--- config.mk ---
export PLATFORM = sky130hd
export DESIGN_NAME = fifo_rd_stream
export DESIGN_NICKNAME = d
export VERILOG_FILES = /design/src/rtl/fifo_pkg.sv /design/src/rtl/fifo_rd_skid.sv /design/src/rtl/fifo_rd_stream.sv
export SDC_FILE = /design/constraint.sdc
export NUM_CORES = 1
export LEC_CHECK = 0
export BUFFER_PORTS_ARGS = -buffer_cell sky130_fd_sc_hd__buf_2
export CORE_MARGIN = 4
export CORE_UTILIZATION = 50
export CTS_BUF_LIST = sky130_fd_sc_hd__clkbuf_8
export DETAILED_ROUTE_END_ITERATION = 7
export PLACE_DENSITY = 0.79
export SLEW_MARGIN = 20
export SYNTH_ARGS = -nofsm -noshare
export SYNTH_HDL_FRONTEND = slang
export SYNTH_SLANG_ARGS = --single-unit
export TNS_END_PERCENT = 10
--- constraint.sdc ---
create_clock -name clk -period 6.7 [get_ports clk]
set_input_delay 0 -clock clk [delete_from_list [all_inputs] [get_ports clk]]
set_output_delay 0 -clock clk [all_outputs]
set_load 0.02 [all_outputs]
--- src/rtl/fifo_pkg.sv ---
// Shared definitions for the fifo_sync family: default word width, the
// read-streamer state encoding and a small saturating-increment helper.
package fifo_pkg;

   // Word width shared with fifo_sync; both blocks must agree on it.
   localparam int FIFO_DATA_WIDTH = 32;

   // Default width of burst_len and the remaining-words counter.
   localparam int FIFO_LEN_WIDTH = 16;

   // Read-streamer control states.
   //   ST_IDLE  : waiting for start, no reads issued.
   //   ST_RUN   : issuing reads while words are wanted and the buffer has room.
   //   ST_DRAIN : no new reads; waiting for in-flight and buffered words to leave.
   typedef enum logic [1:0] {
      ST_IDLE  = 2'd0,
      ST_RUN   = 2'd1,
      ST_DRAIN = 2'd2
   } rd_state_t;

   // 32-bit increment that sticks at all-ones instead of wrapping.
   function automatic logic [31:0] sat_inc32(input logic [31:0] value);
      if (value == 32'hFFFF_FFFF) begin
         return value;
      end
      return value + 32'd1;
   endfunction

endpackage

--- src/rtl/fifo_rd_skid.sv ---
// Two-entry skid buffer between the fifo_sync data port and the output stream.
// entry0 is always the head; push appends behind the current tail, pop shifts
// entry1 forward. A push and a pop in the same cycle keep occupancy unchanged
// and preserve order. Push into a full buffer without a pop, and pop from an
// empty buffer, are ignored (the read-issue logic never requests either).
module fifo_rd_skid
   import fifo_pkg::*;
#(
   parameter int DATA_WIDTH = FIFO_DATA_WIDTH
) (
   input  logic                  clk,
   input  logic                  rst_n,
   input  logic                  push,
   input  logic [DATA_WIDTH-1:0] din,
   input  logic                  pop,
   output logic [DATA_WIDTH-1:0] dout,
   output logic [1:0]            occ
);

   logic [DATA_WIDTH-1:0] entry0;
   logic [DATA_WIDTH-1:0] entry1;
   logic [1:0]            occ_q;
   logic                  pop_ok;
   logic                  push_ok;

   // Qualify requests against the current occupancy.
   always_comb begin
      pop_ok  = pop && (occ_q != 2'd0);
      push_ok = push && ((occ_q != 2'd2) || pop_ok);
   end

   // Storage and occupancy update; entry0 always holds the oldest word.
   always_ff @(posedge clk or negedge rst_n) begin
      if (!rst_n) begin
         entry0 <= '0;
         entry1 <= '0;
         occ_q  <= 2'd0;
      end else begin
         case ({push_ok, pop_ok})
            2'b10: begin
               if (occ_q == 2'd0) begin
                  entry0 <= din;
               end else begin
                  entry1 <= din;
               end
               occ_q <= occ_q + 2'd1;
            end
            2'b01: begin
               entry0 <= entry1;
               occ_q  <= occ_q - 2'd1;
            end
            2'b11: begin
               if (occ_q == 2'd1) begin
                  entry0 <= din;
               end else begin
                  entry0 <= entry1;
                  entry1 <= din;
               end
            end
            default: begin
            end
         endcase
      end
   end

   assign dout = entry0;
   assign occ  = occ_q;

endmodule

--- src/rtl/fifo_rd_stream.sv ---
// Read-side master for fifo_sync. Issues cs/rd_en reads from the FIFO's empty
// flag, captures fifo_data one cycle after each read into a two-entry skid
// buffer, and presents words on a valid/ready stream.
//
// Stream handshake: a word transfers on a rising edge where m_valid and m_ready
// are both high. m_valid never drops and m_data never changes while
// m_valid && !m_ready. m_ready may depend on nothing from this block.
//
// Read issue is combinationally dependent on m_ready so that a full buffer
// being popped can still accept the word from a read issued this cycle; this
// is what sustains one word per cycle through the two-entry buffer.
//
// Optional statistics: define FIFO_RD_STREAM_STATS_EN to add stat_words
// (words popped) and stat_stall (RUN cycles stalled on an empty FIFO).
module fifo_rd_stream
   import fifo_pkg::*;
#(
   parameter int DATA_WIDTH = FIFO_DATA_WIDTH,
   parameter int LEN_WIDTH  = FIFO_LEN_WIDTH
) (
   input  logic                  clk,
   input  logic                  rst_n,
   input  logic                  start,
   input  logic                  stop,
   input  logic [LEN_WIDTH-1:0]  burst_len,
   input  logic                  fifo_empty,
   input  logic [DATA_WIDTH-1:0] fifo_data,
   output logic                  fifo_cs,
   output logic                  fifo_rd_en,
   output logic                  m_valid,
   input  logic                  m_ready,
   output logic [DATA_WIDTH-1:0] m_data,
   output logic                  busy,
   output logic                  done
`ifdef FIFO_RD_STREAM_STATS_EN
   ,
   output logic [31:0]           stat_words,
   output logic [31:0]           stat_stall
`endif
);

   localparam logic [LEN_WIDTH-1:0] LEN_ONE = LEN_WIDTH'(1);

   rd_state_t             state_q;
   rd_state_t             state_d;
   logic [LEN_WIDTH-1:0]  remaining_q;
   logic                  cont_q;
   logic                  inflight_q;
   logic [1:0]            occ;
   logic                  pop;
   logic                  issue;
   logic                  words_left;
   logic                  has_room;
   logic [2:0]            occ_after;
   logic                  drained;

   // Words still wanted, buffer space after this cycle, and drain completion.
   always_comb begin
      words_left = cont_q || (remaining_q != '0);
      occ_after  = {1'b0, occ} + {2'b00, inflight_q} - {2'b00, pop};
      has_room   = (occ_after < 3'd2);
      drained    = !inflight_q && (occ == 2'd0);
   end

   // State register.
   always_ff @(posedge clk or negedge rst_n) begin
      if (!rst_n) begin
         state_q <= ST_IDLE;
      end else begin
         state_q <= state_d;
      end
   end

   // Next-state decode; stop and the final counted issue both end RUN.
   always_comb begin
      state_d = state_q;
      case (state_q)
         ST_IDLE: begin
            if (start) begin
               state_d = ST_RUN;
            end
         end
         ST_RUN: begin
            if (stop) begin
               state_d = ST_DRAIN;
            end else if (issue && !cont_q && (remaining_q == LEN_ONE)) begin
               state_d = ST_DRAIN;
            end else if (!words_left) begin
               state_d = ST_DRAIN;
            end
         end
         ST_DRAIN: begin
            if (drained) begin
               state_d = ST_IDLE;
            end
         end
         default: begin
            state_d = ST_IDLE;
         end
      endcase
   end

   // State-derived outputs: read issue, busy and the completion pulse.
   always_comb begin
      issue      = (state_q == ST_RUN) && !fifo_empty && words_left && !stop && has_room;
      fifo_cs    = issue;
      fifo_rd_en = issue;
      busy       = (state_q != ST_IDLE);
      done       = (state_q == ST_DRAIN) && drained;
   end

   // Burst length latch, continuous flag, and per-issue countdown (never wraps).
   always_ff @(posedge clk or negedge rst_n) begin
      if (!rst_n) begin
         remaining_q <= '0;
         cont_q      <= 1'b0;
      end else if ((state_q == ST_IDLE) && start) begin
         remaining_q <= burst_len;
         cont_q      <= (burst_len == '0);
      end else if (issue && !cont_q && (remaining_q != '0)) begin
         remaining_q <= remaining_q - LEN_ONE;
      end
   end

   // A read issued this cycle returns data next cycle; reset drops it.
   always_ff @(posedge clk or negedge rst_n) begin
      if (!rst_n) begin
         inflight_q <= 1'b0;
      end else begin
         inflight_q <= issue;
      end
   end

   assign m_valid = (occ != 2'd0);
   assign pop     = m_valid && m_ready;

   fifo_rd_skid #(
      .DATA_WIDTH (DATA_WIDTH)
   ) u_skid (
      .clk   (clk),
      .rst_n (rst_n),
      .push  (inflight_q),
      .din   (fifo_data),
      .pop   (pop),
      .dout  (m_data),
      .occ   (occ)
   );

`ifdef FIFO_RD_STREAM_STATS_EN
   // Saturating transfer statistics, cleared when a new transfer is accepted.
   always_ff @(posedge clk or negedge rst_n) begin
      if (!rst_n) begin
         stat_words <= '0;
         stat_stall <= '0;
      end else if ((state_q == ST_IDLE) && start) begin
         stat_words <= '0;
         stat_stall <= '0;
      end else begin
         if (pop) begin
            stat_words <= sat_inc32(stat_words);
         end
         if ((state_q == ST_RUN) && fifo_empty && words_left) begin
            stat_stall <= sat_inc32(stat_stall);
         end
      end
   end
`endif

endmodule
==> flow_metrics.tcl <==
set metrics [dict create \
    maxClockFrequency_ghz 0.267 \
    worstSetupPathType "reg2out" \
    grt_antenna_before_repair 0 \
    timing.hold.ws_ps 257 \
    final.setup_skew_ps 10.0 \
    cts_repair_resized_insts 0 \
    placement.setup.worst_slack_ps 3030 \
    synthesis.nets 435 \
    timing_max_transition_violations_final 0 \
    vdd.ir_drop.worst_uv 154 \
    worst_setup_path_end_kind "output pin" \
    post_drt_via_cell_ratio 5.50 \
    post-synth-top-area-cell "sky130_fd_sc_hd__dfrtp_1" \
    cts_max_path_buffers 2 \
    r2r_start "u_skid.occ[1]" \
    number_of_different_library_cells_in_the_post_synthesis_netlist 49 \
    ys_top_cells_by_area "sky130_fd_sc_hd__dfrtp_1, sky130_fd_sc_hd__mux2_2, sky130_fd_sc_hd__mux2i_1, sky130_fd_sc_hd__a21oi_1, sky130_fd_sc_hd__nor2_1" \
    htree_num_levels 3 \
    ys.warnings.count 0 \
    grt_use_total_pct 20.4 \
    worst_setup_slack_final_ps 2950 \
    gr-total-overflow 0 \
    grt_max_degree 87 \
    proportion_of_netlist_area_held_by_the_largest_area_contributor_pct 52.4 \
    synth_most_common_cell "sky130_fd_sc_hd__dfrtp_1" \
    violation_count_after_the_first_detailed_routing_iteration 216 \
    placeableCoreArea_sq_um 7850 \
    post_synth_instance_area_sq_um 4110 \
    tritoncts_num_sinks 86 \
    cts_root_buf "sky130_fd_sc_hd__clkbuf_8" \
    place_congestion 0.854 \
    die_h_um 98.6 \
    top_reg_cell_synth "sky130_fd_sc_hd__dfrtp_1" \
    finalCritPeriodShare_pct 56.0 \
    grt_pass1_wl_um 16100 \
    drc 0 \
    finalHoldViolations 0 \
    path_clk_slew_ps 90 \
    detail_route.wl_per_cell_um 16.0 \
    reg2reg_setup_slack_ps 3020 \
    clock_insertion_delay_worst_skew_ps 350 \
    min_path_type "in2async" \
    post_cts.repair.setup_buffers 0 \
    initial_core_util_pct 52.3 \
    fin_nets 571 \
    synth.top_cells.by_count "sky130_fd_sc_hd__dfrtp_1, sky130_fd_sc_hd__nor2_1, sky130_fd_sc_hd__a21oi_1" \
    power-per-cell-area_nw_per_um2 413 \
    syn_to_final_growth_pct 30.3 \
    numCtsBuffers 9 \
    cp.arrival_ps 3750 \
    boundaryPins 91 \
    timing.critical_path.fanout_max 9 \
    routed-via-count 3391 \
    final_layout_size_suffix_gt1_share_pct 28.8 \
    via_count_of_the_first_global_routing_pass 3266 \
    report.final.setup_viol 0 \
    die-area_sq_um 9730 \
    timing.final.crit_period_ps 3750 \
    drtPass1Iterations 4 \
    placement.io_buffers 90 \
    drtAntennaViolNets 0 \
    rsz_0062_raised_after_global_routing "no" \
    status "completed" \
    total_of_flip_flops_plus_latches_after_synthesis 86 \
    totalNegativeSetupSlack_ps 0 \
    reg2regPathDepth 11 \
    finalWirelength_um 9860 \
    antenna-diode-count 0 \
    cts_tree "yes" \
    placement_rows 32 \
    yosysSeqAreaShare_pct 52.4 \
    power_leakage_nw 2.53 \
    power_mw 2.21 \
    worstSetupStartpointType "register" \
    ffs_w_async_s_r_synth_pct 100 \
    synth_enable_flop_cells 0 \
    worst-endpoint-required_ps 6700 \
    max_slew.worst_pin.slew_ps 1060 \
    synthCells 373 \
    maxCapViolCount 0 \
    slew_headroom_pct 29.4 \
    synth_area_per_cell_sq_um 11.0 \
    chipWidth_um 98.6 \
    critical_path.reg2reg.endpoint "remaining_q[13]" \
    dp_hpwl_um 6220 \
]
how the worst max path moves through the flow:
stage,slack (ps),to,start
after global routing,2650,fifo_cs,u_skid.occ[1]
after CTS,2970,fifo_cs,u_skid.occ[1]
after floorplan,3540,fifo_rd_en,u_skid.occ[1]
after detailed placement,3030,remaining_q[13],u_skid.occ[1]
after global placement,3270,remaining_q[13],u_skid.occ[1]
final,2950,fifo_cs,u_skid.occ[1]
stage by stage:
step                      instance area [sq um]  util, %  std cells
after floorplan                            4110        -        373
after global routing                       5350     68.2        616
after CTS                                  5350     68.2        616
after global placement                     4630     59.0        549
after detailed placement                   4630     59.0        549
final                                      5350     68.2        616
flip-flops by register name (all words and copies together) (netlist names):
signal,flops
cont_q,1
inflight_q,1
remaining_q,16
state_q,2
u_skid.dout,32
u_skid.entry1,32
u_skid.occ,2
report_power, final:
group,internal (mW),switching [mW]
combinational,0.384,0.512
clock,0.178,0.199
sequential,0.764,0.172
repair_timing:
action                                 in CTS  in global routing
setup endpoints to repair                   0                  0
hold buffers                               51                  0
endpoints found under the hold margin     169                  0
critical path: stages, from the launching register on:
cell                       delay, ps
sky130_fd_sc_hd__dfrtp_1         450
sky130_fd_sc_hd__inv_1           110
sky130_fd_sc_hd__ha_1            230
sky130_fd_sc_hd__nor2b_1         480
sky130_fd_sc_hd__ha_1            350
sky130_fd_sc_hd__nand2b_1        160
sky130_fd_sc_hd__fa_1            490
sky130_fd_sc_hd__nor2b_1         240
sky130_fd_sc_hd__nand2_1          90
sky130_fd_sc_hd__nor4_1          530
sky130_fd_sc_hd__buf_2           280
cell usage in the layout (no fill, tap or decap), types with 2 or more instances in the layout:
| cell type | n |
|---|---|
| sky130_fd_sc_hd__nor2b_1 | 3 |
| sky130_fd_sc_hd__nor4b_1 | 3 |
| sky130_fd_sc_hd__or4_1 | 2 |
| sky130_fd_sc_hd__nand4_1 | 3 |
| sky130_fd_sc_hd__o221a_1 | 2 |
| sky130_fd_sc_hd__a21boi_1 | 3 |
| sky130_fd_sc_hd__nand2_1 | 15 |
| sky130_fd_sc_hd__and3_1 | 5 |
| sky130_fd_sc_hd__nand2b_1 | 2 |
| sky130_fd_sc_hd__dfrtp_1 | 86 |
| sky130_fd_sc_hd__nand4b_1 | 2 |
| sky130_fd_sc_hd__nor3b_1 | 3 |
| sky130_fd_sc_hd__o311ai_0 | 3 |
| sky130_fd_sc_hd__buf_2 | 89 |
| sky130_fd_sc_hd__a31oi_1 | 2 |
| sky130_fd_sc_hd__nand2_2 | 2 |
| sky130_fd_sc_hd__clkbuf_8 | 9 |
| sky130_fd_sc_hd__inv_1 | 9 |
| sky130_fd_sc_hd__a21oi_1 | 34 |
| sky130_fd_sc_hd__inv_6 | 2 |
| sky130_fd_sc_hd__o211ai_1 | 2 |
| sky130_fd_sc_hd__nor4_1 | 9 |
| sky130_fd_sc_hd__mux2i_1 | 33 |
| sky130_fd_sc_hd__nor3_1 | 7 |
| sky130_fd_sc_hd__xnor2_1 | 2 |
| sky130_fd_sc_hd__ha_1 | 7 |
| sky130_fd_sc_hd__a221o_1 | 4 |
| sky130_fd_sc_hd__buf_4 | 2 |
| sky130_fd_sc_hd__a211oi_1 | 2 |
| sky130_fd_sc_hd__nor2_1 | 42 |
| sky130_fd_sc_hd__o21ai_0 | 14 |
| sky130_fd_sc_hd__nand3_1 | 7 |
| sky130_fd_sc_hd__mux2_2 | 32 |
| sky130_fd_sc_hd__clkinvlp_4 | 3 |
| sky130_fd_sc_hd__dlygate4sd3_1 | 51 |
final cells by class:
type,count,area (sq um)
clock buffer,9,124
clock inverter,7,81.3
multi-input combinational,260,1850
fill,607,2490
timing repair buffer,143,982
tap,102,128
sequential,86,2150
inverter,9,33.8
layer usage:
metal	part of all wire, %	GRT usage, %	vias to the layer above	routed length [um]
met2	48	33.1	104	4710
li1	-	-	1627	-
met1	45	28.0	1643	4450
met4	1.6	5.57	0	159
met5	0	0	-	0
met3	5.5	4.25	17	538
cells by family after synthesis:
group	share of synthesized area, %
AOI/OAI and AO/OA	10.9
adders and majority gates	2.62
and+or+nand+nor	13.7
muxes	16.8
buffers and inverters	2.86
xor gates and xnor gates	0.640
DFF	52.4
No activity file was read; power rests on OpenSTA's default activity.
